File: src/rtl/pipeline_hazard_controller_if.sv
// Bundle between the 5-stage datapath and its hazard controller: pipeline
// register addresses and flags in, enables/flushes/forward selects/monitors out.
interface pipeline_hazard_controller_if #(
  parameter int CNT_W = 32
);
  logic [4:0]       id_rs1;
  logic [4:0]       id_rs2;
  logic             id_uses_rs1;
  logic             id_uses_rs2;
  logic [4:0]       ex_rs1;
  logic [4:0]       ex_rs2;
  logic [4:0]       ex_rd;
  logic             ex_mem_read;
  logic             ex_branch_taken;
  logic [4:0]       mem_rd;
  logic             mem_reg_write;
  logic [4:0]       wb_rd;
  logic             wb_reg_write;
  logic             mem_req;
  logic             mem_ready;
  logic             pc_enable;
  logic             if_id_enable;
  logic             id_ex_enable;
  logic             ex_mem_enable;
  logic             mem_wb_enable;
  logic             if_id_flush;
  logic             id_ex_flush;
  logic             mem_wb_flush;
  logic             pc_redirect;
  logic [1:0]       forward_a;
  logic [1:0]       forward_b;
  logic             mem_fault;
  logic [CNT_W-1:0] stall_cycles;
  logic [CNT_W-1:0] flush_count;

  modport master (
    output id_rs1, id_rs2, id_uses_rs1, id_uses_rs2,
           ex_rs1, ex_rs2, ex_rd, ex_mem_read, ex_branch_taken,
           mem_rd, mem_reg_write, wb_rd, wb_reg_write, mem_req, mem_ready,
    input  pc_enable, if_id_enable, id_ex_enable, ex_mem_enable, mem_wb_enable,
           if_id_flush, id_ex_flush, mem_wb_flush, pc_redirect,
           forward_a, forward_b, mem_fault, stall_cycles, flush_count
  );

  modport slave (
    input  id_rs1, id_rs2, id_uses_rs1, id_uses_rs2,
           ex_rs1, ex_rs2, ex_rd, ex_mem_read, ex_branch_taken,
           mem_rd, mem_reg_write, wb_rd, wb_reg_write, mem_req, mem_ready,
    output pc_enable, if_id_enable, id_ex_enable, ex_mem_enable, mem_wb_enable,
           if_id_flush, id_ex_flush, mem_wb_flush, pc_redirect,
           forward_a, forward_b, mem_fault, stall_cycles, flush_count
  );
endinterface

File: src/rtl/pipeline_hazard_controller.sv
// Hazard sequencing for the 5-stage core: load-use stalls, branch squashes,
// data-memory waits with a watchdog, EX forwarding selects and perf counters.
module pipeline_hazard_controller #(
  parameter int MEM_TIMEOUT = 16,
  parameter int CNT_W       = 32
) (
  input logic                          clk,
  input logic                          reset,
  pipeline_hazard_controller_if.slave  bus
);

  localparam int WAIT_W = $clog2(MEM_TIMEOUT) + 1;
  localparam logic [WAIT_W-1:0] WAIT_LAST = WAIT_W'(MEM_TIMEOUT - 1);
  localparam logic [CNT_W-1:0]  CNT_MAX   = '1;

  typedef enum logic [1:0] {
    RUN      = 2'd0,
    MEM_WAIT = 2'd1,
    FAULT    = 2'd2
  } state_t;

  state_t            state;
  logic [WAIT_W-1:0] wait_cnt;
  logic [CNT_W-1:0]  stall_cycles;
  logic [CNT_W-1:0]  flush_count;

  logic mem_stall;
  logic load_use;
  logic pc_enable, if_id_enable, id_ex_enable, ex_mem_enable, mem_wb_enable;
  logic if_id_flush, id_ex_flush, mem_wb_flush, pc_redirect, mem_fault;

  function automatic logic [1:0] fwd_sel(
    input logic [4:0] rs,
    input logic [4:0] mem_rd,
    input logic       mem_reg_write,
    input logic [4:0] wb_rd,
    input logic       wb_reg_write
  );
    if (mem_reg_write && mem_rd != 5'd0 && mem_rd == rs)
      return 2'b10;
    else if (wb_reg_write && wb_rd != 5'd0 && wb_rd == rs)
      return 2'b01;
    else
      return 2'b00;
  endfunction

  assign mem_stall = bus.mem_req & ~bus.mem_ready;
  assign load_use  = bus.ex_mem_read & (bus.ex_rd != 5'd0) &
                     ((bus.id_uses_rs1 & (bus.ex_rd == bus.id_rs1)) |
                      (bus.id_uses_rs2 & (bus.ex_rd == bus.id_rs2)));

  // Priority: fault > memory wait > branch squash > load-use bubble > run.
  // A branch seen during a memory wait simply stays in EX until the wait ends.
  always_comb begin
    pc_enable     = 1'b1;
    if_id_enable  = 1'b1;
    id_ex_enable  = 1'b1;
    ex_mem_enable = 1'b1;
    mem_wb_enable = 1'b1;
    if_id_flush   = 1'b0;
    id_ex_flush   = 1'b0;
    mem_wb_flush  = 1'b0;
    pc_redirect   = 1'b0;
    mem_fault     = 1'b0;
    if (state == FAULT) begin
      pc_enable     = 1'b0;
      if_id_enable  = 1'b0;
      id_ex_enable  = 1'b0;
      ex_mem_enable = 1'b0;
      mem_wb_enable = 1'b0;
      mem_fault     = 1'b1;
    end else if (mem_stall) begin
      pc_enable     = 1'b0;
      if_id_enable  = 1'b0;
      id_ex_enable  = 1'b0;
      ex_mem_enable = 1'b0;
      mem_wb_flush  = 1'b1;
    end else if (bus.ex_branch_taken) begin
      if_id_flush   = 1'b1;
      id_ex_flush   = 1'b1;
      pc_redirect   = 1'b1;
    end else if (load_use) begin
      pc_enable     = 1'b0;
      if_id_enable  = 1'b0;
      id_ex_flush   = 1'b1;
    end
  end

  always_ff @(posedge clk) begin
    if (reset) begin
      state        <= RUN;
      wait_cnt     <= '0;
      stall_cycles <= '0;
      flush_count  <= '0;
    end else begin
      unique case (state)
        RUN: begin
          if (mem_stall) begin
            state    <= MEM_WAIT;
            wait_cnt <= WAIT_W'(1);
          end
        end
        MEM_WAIT: begin
          if (!mem_stall) begin
            state    <= RUN;
            wait_cnt <= '0;
          end else if (wait_cnt == WAIT_LAST) begin
            state    <= FAULT;
          end else begin
            wait_cnt <= wait_cnt + WAIT_W'(1);
          end
        end
        FAULT: state <= FAULT;
        default: begin
          state    <= RUN;
          wait_cnt <= '0;
        end
      endcase
      // Frozen cycles while faulted are not stalls; both counters stick at max.
      if (!pc_enable && state != FAULT && stall_cycles != CNT_MAX)
        stall_cycles <= stall_cycles + CNT_W'(1);
      if (pc_redirect && flush_count != CNT_MAX)
        flush_count <= flush_count + CNT_W'(1);
    end
  end

  assign bus.pc_enable     = pc_enable;
  assign bus.if_id_enable  = if_id_enable;
  assign bus.id_ex_enable  = id_ex_enable;
  assign bus.ex_mem_enable = ex_mem_enable;
  assign bus.mem_wb_enable = mem_wb_enable;
  assign bus.if_id_flush   = if_id_flush;
  assign bus.id_ex_flush   = id_ex_flush;
  assign bus.mem_wb_flush  = mem_wb_flush;
  assign bus.pc_redirect   = pc_redirect;
  assign bus.mem_fault     = mem_fault;
  assign bus.stall_cycles  = stall_cycles;
  assign bus.flush_count   = flush_count;
  assign bus.forward_a     = fwd_sel(bus.ex_rs1, bus.mem_rd, bus.mem_reg_write,
                                     bus.wb_rd, bus.wb_reg_write);
  assign bus.forward_b     = fwd_sel(bus.ex_rs2, bus.mem_rd, bus.mem_reg_write,
                                     bus.wb_rd, bus.wb_reg_write);

endmodule

File: src/flat_wrapper.sv
// flat-port wrapper written by rule: the top's interface ports become plain ports
module pipeline_hazard_controller_flat 
#(
  parameter int MEM_TIMEOUT = 16,
  parameter int CNT_W       = 32
)
  (clk, reset, bus_id_rs1, bus_id_rs2, bus_id_uses_rs1, bus_id_uses_rs2, bus_ex_rs1, bus_ex_rs2, bus_ex_rd, bus_ex_mem_read, bus_ex_branch_taken, bus_mem_rd, bus_mem_reg_write, bus_wb_rd, bus_wb_reg_write, bus_mem_req, bus_mem_ready, bus_pc_enable, bus_if_id_enable, bus_id_ex_enable, bus_ex_mem_enable, bus_mem_wb_enable, bus_if_id_flush, bus_id_ex_flush, bus_mem_wb_flush, bus_pc_redirect, bus_forward_a, bus_forward_b, bus_mem_fault, bus_stall_cycles, bus_flush_count);
  pipeline_hazard_controller_if #(.CNT_W(CNT_W)) bus_i ();
  input logic clk;
  input logic reset;
  input wire logic [$bits(bus_i.id_rs1)-1:0] bus_id_rs1;
  input wire logic [$bits(bus_i.id_rs2)-1:0] bus_id_rs2;
  input wire logic [$bits(bus_i.id_uses_rs1)-1:0] bus_id_uses_rs1;
  input wire logic [$bits(bus_i.id_uses_rs2)-1:0] bus_id_uses_rs2;
  input wire logic [$bits(bus_i.ex_rs1)-1:0] bus_ex_rs1;
  input wire logic [$bits(bus_i.ex_rs2)-1:0] bus_ex_rs2;
  input wire logic [$bits(bus_i.ex_rd)-1:0] bus_ex_rd;
  input wire logic [$bits(bus_i.ex_mem_read)-1:0] bus_ex_mem_read;
  input wire logic [$bits(bus_i.ex_branch_taken)-1:0] bus_ex_branch_taken;
  input wire logic [$bits(bus_i.mem_rd)-1:0] bus_mem_rd;
  input wire logic [$bits(bus_i.mem_reg_write)-1:0] bus_mem_reg_write;
  input wire logic [$bits(bus_i.wb_rd)-1:0] bus_wb_rd;
  input wire logic [$bits(bus_i.wb_reg_write)-1:0] bus_wb_reg_write;
  input wire logic [$bits(bus_i.mem_req)-1:0] bus_mem_req;
  input wire logic [$bits(bus_i.mem_ready)-1:0] bus_mem_ready;
  output wire logic [$bits(bus_i.pc_enable)-1:0] bus_pc_enable;
  output wire logic [$bits(bus_i.if_id_enable)-1:0] bus_if_id_enable;
  output wire logic [$bits(bus_i.id_ex_enable)-1:0] bus_id_ex_enable;
  output wire logic [$bits(bus_i.ex_mem_enable)-1:0] bus_ex_mem_enable;
  output wire logic [$bits(bus_i.mem_wb_enable)-1:0] bus_mem_wb_enable;
  output wire logic [$bits(bus_i.if_id_flush)-1:0] bus_if_id_flush;
  output wire logic [$bits(bus_i.id_ex_flush)-1:0] bus_id_ex_flush;
  output wire logic [$bits(bus_i.mem_wb_flush)-1:0] bus_mem_wb_flush;
  output wire logic [$bits(bus_i.pc_redirect)-1:0] bus_pc_redirect;
  output wire logic [$bits(bus_i.forward_a)-1:0] bus_forward_a;
  output wire logic [$bits(bus_i.forward_b)-1:0] bus_forward_b;
  output wire logic [$bits(bus_i.mem_fault)-1:0] bus_mem_fault;
  output wire logic [$bits(bus_i.stall_cycles)-1:0] bus_stall_cycles;
  output wire logic [$bits(bus_i.flush_count)-1:0] bus_flush_count;
  assign bus_i.id_rs1 = bus_id_rs1;
  assign bus_i.id_rs2 = bus_id_rs2;
  assign bus_i.id_uses_rs1 = bus_id_uses_rs1;
  assign bus_i.id_uses_rs2 = bus_id_uses_rs2;
  assign bus_i.ex_rs1 = bus_ex_rs1;
  assign bus_i.ex_rs2 = bus_ex_rs2;
  assign bus_i.ex_rd = bus_ex_rd;
  assign bus_i.ex_mem_read = bus_ex_mem_read;
  assign bus_i.ex_branch_taken = bus_ex_branch_taken;
  assign bus_i.mem_rd = bus_mem_rd;
  assign bus_i.mem_reg_write = bus_mem_reg_write;
  assign bus_i.wb_rd = bus_wb_rd;
  assign bus_i.wb_reg_write = bus_wb_reg_write;
  assign bus_i.mem_req = bus_mem_req;
  assign bus_i.mem_ready = bus_mem_ready;
  assign bus_pc_enable = bus_i.pc_enable;
  assign bus_if_id_enable = bus_i.if_id_enable;
  assign bus_id_ex_enable = bus_i.id_ex_enable;
  assign bus_ex_mem_enable = bus_i.ex_mem_enable;
  assign bus_mem_wb_enable = bus_i.mem_wb_enable;
  assign bus_if_id_flush = bus_i.if_id_flush;
  assign bus_id_ex_flush = bus_i.id_ex_flush;
  assign bus_mem_wb_flush = bus_i.mem_wb_flush;
  assign bus_pc_redirect = bus_i.pc_redirect;
  assign bus_forward_a = bus_i.forward_a;
  assign bus_forward_b = bus_i.forward_b;
  assign bus_mem_fault = bus_i.mem_fault;
  assign bus_stall_cycles = bus_i.stall_cycles;
  assign bus_flush_count = bus_i.flush_count;
  pipeline_hazard_controller #(.MEM_TIMEOUT(MEM_TIMEOUT), .CNT_W(CNT_W)) u_core (.clk(clk), .reset(reset), .bus(bus_i));
endmodule
File: config.mk
export PLATFORM = sky130hd
export DESIGN_NAME = pipeline_hazard_controller_flat
export DESIGN_NICKNAME = d
export VERILOG_FILES = /design/src/rtl/pipeline_hazard_controller_if.sv /design/src/rtl/pipeline_hazard_controller.sv /design/src/flat_wrapper.sv
export SDC_FILE = /design/constraint.sdc
export NUM_CORES = 1
export LEC_CHECK = 0
export BUFFER_PORTS_ARGS = -buffer_cell sky130_fd_sc_hd__buf_2
export CAP_MARGIN = 20
export CORE_MARGIN = 1
export CORE_UTILIZATION = 30
export CTS_CLUSTER_DIAMETER = 120
export DETAILED_ROUTE_END_ITERATION = 16
export GPL_TIMING_DRIVEN = 0
export PLACE_DENSITY = 0.6
export SETUP_SLACK_MARGIN = 0.2
export SLEW_MARGIN = 20
export SYNTH_ARGS = -nofsm -noshare
export SYNTH_HDL_FRONTEND = slang
export SYNTH_SLANG_ARGS = --single-unit
File: constraint.sdc
create_clock -name clk -period 5.8 [get_ports clk]
set_clock_uncertainty 0.2 [all_clocks]
set_input_delay 0.29 -clock clk [delete_from_list [all_inputs] [get_ports clk]]
set_output_delay 0.29 -clock clk [all_outputs]
set_load 0.01 [all_outputs]
==> impl_results.md, run 1 <==
- Post-Layout Inst Area: 4900 um^2
- Flop-to-flop setup slack: 2.72 ns
- Synth top area cells: dfxtp_1, xor2_1, nor2_1
- Clock buffer depth: 2
- Largest family of logic cells by synthesized area: simple AND/OR/NAND/NOR gates
- DPL Wire Length: 7830 um
- Seq/Total Area, Yosys: 37.3%
- R2R depth: 9
- Status: finished clean
- WP data required: 5.80 ns
- CP Launch Point: u_core.bus.stall_cycles[3]$_SDFFE_PP0P_
- Final worst-path cycle share: 53.1%
- Post-Syn Area: 3810 um^2
- CTS Buf Count: 9
- Row count: 40
- Start of the worst register-to-register path: u_core.bus.stall_cycles[3]$_SDFFE_PP0P_
- Peak VDD IR: 0.150 mV
- Initial core utilization: 31.2%
- Total I/O pin count: 123
- WL/cell: 13.5 um
- Diode count: 0
- Crit path time final: 3.08 ns
- Pre-CTS setup slack: 2.68 ns
- Asr flop ratio synth: 0%
- Setup violators final: 0
- P per Cell Area: 223 nW/um^2
- Cells after DPL: 750
- Synthesis Warnings: 0
- Crit path launch type: register
- Core area: 12200 um^2
- Critical path class: register to register
- Number of synthesized flops with an enable pin: 0
- Grt ovf: 0
- CTS tree: done
- Setup TNS: 0 ns
- Initial antenna violation count: 0
- Worst hold slack: 0.147 ns
- Largest net degree at the start of global routing: 12
- Area Growth Syn to Fin: 28.7%
- Die width: 115 um
- Post-DRT Antenna Nets: 0
- Synth Flop Type: dfxtp_1
- Clk_lat worst skew: 0.33 ns
- Detailed Route Iter0 Violations: 140
- Num Clock Sinks: 71
- Static leakage: 0.00212 uW
- Via density: 4.92
- RSZ-0062 raised after global routing: false
- Total Wirelength: 10300 um
- GRT Resource Usage Total: 16.3%
- Setup bufs post-CTS: 0
- Post-synthesis xor/xnor area fraction: 18.4%
- Share of cells above drive strength 1: 23.7%
- Max-slew violations: 0
- Mean Syn Cell Area: 8.27 um^2
- R2R Path End: u_core.bus.stall_cycles[29]$_SDFFE_PP0P_
- #FFs+latches synth: 71
- Post-synth top area share: 37.3%
- Number of global-route vias before repair: 3645
- Syn Nets: 510
- Worst Hold Class: input pin to register
- Worst-Margin Slew: 0.947 ns
- Post_cts resized: 0
- Final std cells w/o fill: 766
- Crit path to: u_core.bus.stall_cycles[29]$_SDFFE_PP0P_
- Final nets: 642
- Cells after synthesis: 461
- Worst setup margin: 2.72 ns
- Post-synthesis adder-cell area fraction: 1.31%
- Critical Path AT: 3.08 ns
- H-tree depth: 3
- First-pass DRT Iterations: 4
- Hold-fix buffers, CTS: 0
- Simple-gate share of the synthesized area: 31.9%
- Most repeated cell in the gate-level netlist after synthesis: dfxtp_1
- Crit-path max FO: 10
- Port bufs: 121
- Max-cap check violation count: 0
- Final hold viol count: 0
- Global-route wire length before repair: 17100 um
- Cell area after placement: 4630 um^2
- Slew HR: 36.5%
- Area fraction in compound gates after synthesis: 7.25%
- Via count: 3772
- Mux cell area share after synthesis: 0.820%
- Die area: 13200 um^2
- CP Capture Type: register
- Clock root buffer: clkbuf_16
- Drc violations: 0
- Clock transition at path regs: 0.06 ns
- Synth area leader: dfxtp_1
- Commonest cells post-synth: dfxtp_1, nor2_1, xor2_1
- Distinct cells, synth: 40
- F_max: 0.325 GHz
- Die height: 115 um
- Routability cong.: 0.875
## stage by stage
| step | power [uW] | utilization, % |
|---|---|---|
| 5_1_grt | 1140 | 40.2 |
| 2_1_floorplan | 551 | - |
| 4_1_cts | 1110 | 40.2 |
| 3_5_place_dp | 592 | 37.9 |
| 6_report | 1090 | 40.2 |
| 3_3_place_gp | 589 | 37.9 |
## power breakdown
part	internal, uW	total (uW)	switching (uW)
combinational	36.2	86.3	50.1
sequential	491	495	3.43
clock	310	513	203
## layout make-up
class	count	area, um^2
fill	1277	7310
multi-input combinational	362	2270
sequential	71	1420
timing repair buffer	121	606
clock buffer	12	256
tap	168	210
buffer	20	86.3
inverter	8	30.0
clock inverter	4	20.0
## logic make-up after synthesis
| kind of cell | Yosys count |
|---|---|
| xor gates and xnor gates | 80 |
| AOI/OAI and AO/OA | 43 |
| muxes | 3 |
| and+or+nand+nor | 232 |
| adders and majority gates | 4 |
| buffers and inverters | 28 |
| DFF | 71 |
## per-layer routing
layer,share of wire [%],vias to the layer above,GRT usage [%]
met5,0,-,0
met4,1.9,0,5.19
met3,6.2,21,4.96
met2,48,117,28.8
met1,44,1743,18.9
li1,-,1891,-
## layout by cell type, fill, tap and decap left out, drive strengths merged, types with 2 or more instances in the layout
cell type / Yosys / final
nor2: 64 / 64
ha: 4 / 4
clkinv: 0 / 4
and4: 12 / 12
nand3: 42 / 42
xor2: 64 / 64
o21ai: 14 / 14
buf: 3 / 124
nor3: 9 / 9
or4: 6 / 6
and3: 21 / 21
nand2: 24 / 24
nand4b: 2 / 2
a41o: 2 / 2
dfxtp: 71 / 71
or3: 9 / 9
a31oi: 3 / 3
nor4: 7 / 7
nand4: 21 / 21
a21oi: 15 / 15
clkbuf: 17 / 29
nand2b: 2 / 2
xnor2: 16 / 16
and2: 8 / 8
nor2b: 4 / 4
inv: 8 / 8
mux2i: 2 / 2
## registers in the layout (all words and copies together), names as in the netlist
signal / flops
u_core.state: 2
u_core.wait_cnt: 5
u_core.bus.stall_cycles: 32
u_core.bus.flush_count: 32
## worst min-delay path by stage
stage | cells past startpoint | to | start | slack [ns]
4_1_cts | 3 | u_core.state[0]$_SDFFE_PP0P_ | bus_mem_req | 0.15
5_1_grt | 3 | u_core.state[0]$_SDFFE_PP0P_ | bus_mem_req | 0.17
6_report | 3 | u_core.state[0]$_SDFFE_PP0P_ | bus_mem_req | 0.15
3_5_place_dp | 1 | u_core.state[0]$_SDFFE_PP0P_ | u_core.state[1]$_SDFFE_PP0P_ | 0.25
3_3_place_gp | 1 | u_core.state[0]$_SDFFE_PP0P_ | u_core.state[1]$_SDFFE_PP0P_ | 0.23
2_1_floorplan | 1 | u_core.state[0]$_SDFFE_PP0P_ | u_core.state[1]$_SDFFE_PP0P_ | 0.22
## critical path, cell delays in order, from the launching register on
cell,delay (ns)
dfxtp_1,0.43
nand4_1,0.17
nor4_1,0.64
nand2_1,0.14
or3_1,0.39
clkbuf_1,0.26
clkbuf_1,0.32
nand3_1,0.19
xor2_1,0.15
nor2_1,0.05
No activity file was read; power rests on OpenSTA's default activity.
==> run 2: changes to the inputs <==
- PLACE_DENSITY: 0.6 -> 0.62
- clock period: 5.8 -> 2.6 ns (I/O delays scaled with it)
==> impl_results.md, run 2 (synthesis results as in run 1) <==
- Fillcell total: 1236
- Num Clock Sinks: 71
- Number of global-route vias before repair: 3635
- DPL Wire Length: 7720 um
- Max-slew violations: 0
- Routability cong.: 0.917
- Global-route wire length before repair: 17400 um
- Worst-Margin Slew: 0.561 ns
- R2R Path End: u_core.bus.stall_cycles[23]$_SDFFE_PP0P_
- Clock root buffer: clkbuf_16
- Initial antenna violation count: 0
- H-tree depth: 3
- Cell area after placement: 4640 um^2
- Area taken by flip-flops and latches: 1460 um^2
- R2R depth: 8
- F_max: 0.412 GHz
- Share of cells above drive strength 1: 35.5%
- Die height: 115 um
- P per Cell Area: 471 nW/um^2
- Commonest non-fill, non-tap cell in the layout: buf_2
- Area Growth Syn to Fin: 40.3%
- Slowest library cell on the worst path: or3_4
- Drc violations: 0
- Core area: 12200 um^2
- Detailed Route Iter0 Violations: 155
- Final std cells w/o fill: 791
- WL/cell: 13.5 um
- GRT Resource Usage Total: 16.4%
- Status: finished clean
- Total I/O pin count: 123
- Row count: 40
- Cell chain of the critical path: nand4_1 -> nor4_4 -> nand2_1 -> or3_4 -> clkbuf_16 -> nand4b_1 -> nor3_2 -> mux2_4
- CTS tree: done
- First-pass DRT Iterations: 4
- Clock transition at path regs: 0.06 ns
- Post-Layout Inst Area: 5350 um^2
- Die width: 115 um
- Crit path launch type: register
- Setup violators final: 0
- Initial core utilization: 31.2%
- Worst Hold Class: input pin to register
- Final nets: 667
- Diode count: 0
- Total Power: 2520 uW
- Grt ovf: 0
- Final worst-path cycle share: 93.4%
- Multi-input gate area: 2430 um^2
- Critical path class: register to register
- Clock buffer depth: 2
- Slowest stage delay, CP: 0.39 ns
- Start of the worst register-to-register path: u_core.bus.stall_cycles[7]$_SDFFE_PP0P_
- Port bufs: 121
- RSZ-0062 raised after global routing: true
- Layout Utilization: 43.8%
- WP data required: 2.61 ns
- Crit path time final: 2.43 ns
- Cells after DPL: 750
- CP Capture Type: register
- Post-DRT Antenna Nets: 0
- Via count: 3908
- Flop-to-flop setup slack: 0.17 ns
- Total Wirelength: 10700 um
- Hold Crit Depth: 3
- Via density: 4.94
- Hold EP: u_core.state[0]$_SDFFE_PP0P_
- Peak VDD IR: 0.306 mV
- Max-cap check violation count: 0
- Top flop regs: u_core.bus.flush_count (32), u_core.bus.stall_cycles (32), u_core.wait_cnt (5)
- Largest net degree at the start of global routing: 12
- CTS Buf Count: 9
- Die area: 13200 um^2
- Static leakage: 0.00232 uW
- Final hold viol count: 0
- Critical Path AT: 2.44 ns
- Slew HR: 62.6%
- Most frequent cells in the layout: buf_2, xor2_1, nor2_1
- Hold Path Origin: bus_mem_ready
- Crit-path max FO: 7
- Clk_lat worst skew: 0.33 ns
-- run 2: cell type report --
class	instances	area share (%)
clock inverters	4	0.842
clock buffers	12	4.61
flip-flops and latches	71	27.3
repair buffers	146	15.0
well taps	168	3.93
inverters	8	0.562
plain buffers	20	2.34
multi-input cells	362	45.4
-- run 2: worst max path at each step --
stage,startpoint,end,slack [ns],cells after the start
after floorplan,u_core.bus.stall_cycles[17]$_SDFFE_PP0P_,u_core.bus.stall_cycles[23]$_SDFFE_PP0P_,0.20,8
after global placement,bus_ex_rd[3],u_core.bus.stall_cycles[23]$_SDFFE_PP0P_,-0.37,8
after detailed placement,bus_ex_rd[3],u_core.bus.stall_cycles[23]$_SDFFE_PP0P_,-0.41,8
after CTS,u_core.bus.flush_count[0]$_SDFFE_PP0P_,u_core.bus.flush_count[15]$_SDFFE_PP0P_,0.10,8
after global routing,u_core.bus.flush_count[16]$_SDFFE_PP0P_,u_core.bus.flush_count[15]$_SDFFE_PP0P_,0.04,8
final,u_core.bus.stall_cycles[7]$_SDFFE_PP0P_,u_core.bus.stall_cycles[23]$_SDFFE_PP0P_,0.17,8
-- run 2: metal layers --
layer	vias to the layer above	routed length, um	track usage, %
met3	22	475	4.01
met2	106	5230	28.2
li1	1935	-	-
met5	-	0	0
met4	0	142	4.07
met1	1845	4850	20.5
-- run 2: through the flow --
stage	setup slack (ns)	TNS [ns]	hold WS [ns]
6_report	0.170	0	0.0379
5_1_grt	0.0394	0	0.0709
4_1_cts	0.105	0	0.00402
3_5_place_dp	-0.409	-5.46	0.252
3_3_place_gp	-0.370	-5.71	0.232
2_1_floorplan	0.202	0	0.150
-- run 2: timing repair --
item / in CTS / in global routing
setup buffers: 12 / 12
hold buffers: 1 / 0
endpoints found under the setup margin: 51 / 52
resized for setup: 27 / 44
pin swaps: 6 / 18
endpoints found under the hold margin: 1 / 0
-- run 2: critical path: cells and delay by family, from the launching register on --
family / cells / cell delay, ns
DFF: 1 / 0.35
muxes: 1 / 0.30
and+or+nand+nor: 6 / 1.28
buffers and inverters: 1 / 0.17
-- run 2: where the power goes --
part           switching [uW]  total [uW]  internal, uW  leakage [uW]
combinational             118         206          88.2       0.00159
clock                     447        1210           764      0.000146
sequential               8.71        1100          1090      0.000584
total                     574        2520          1940       0.00232
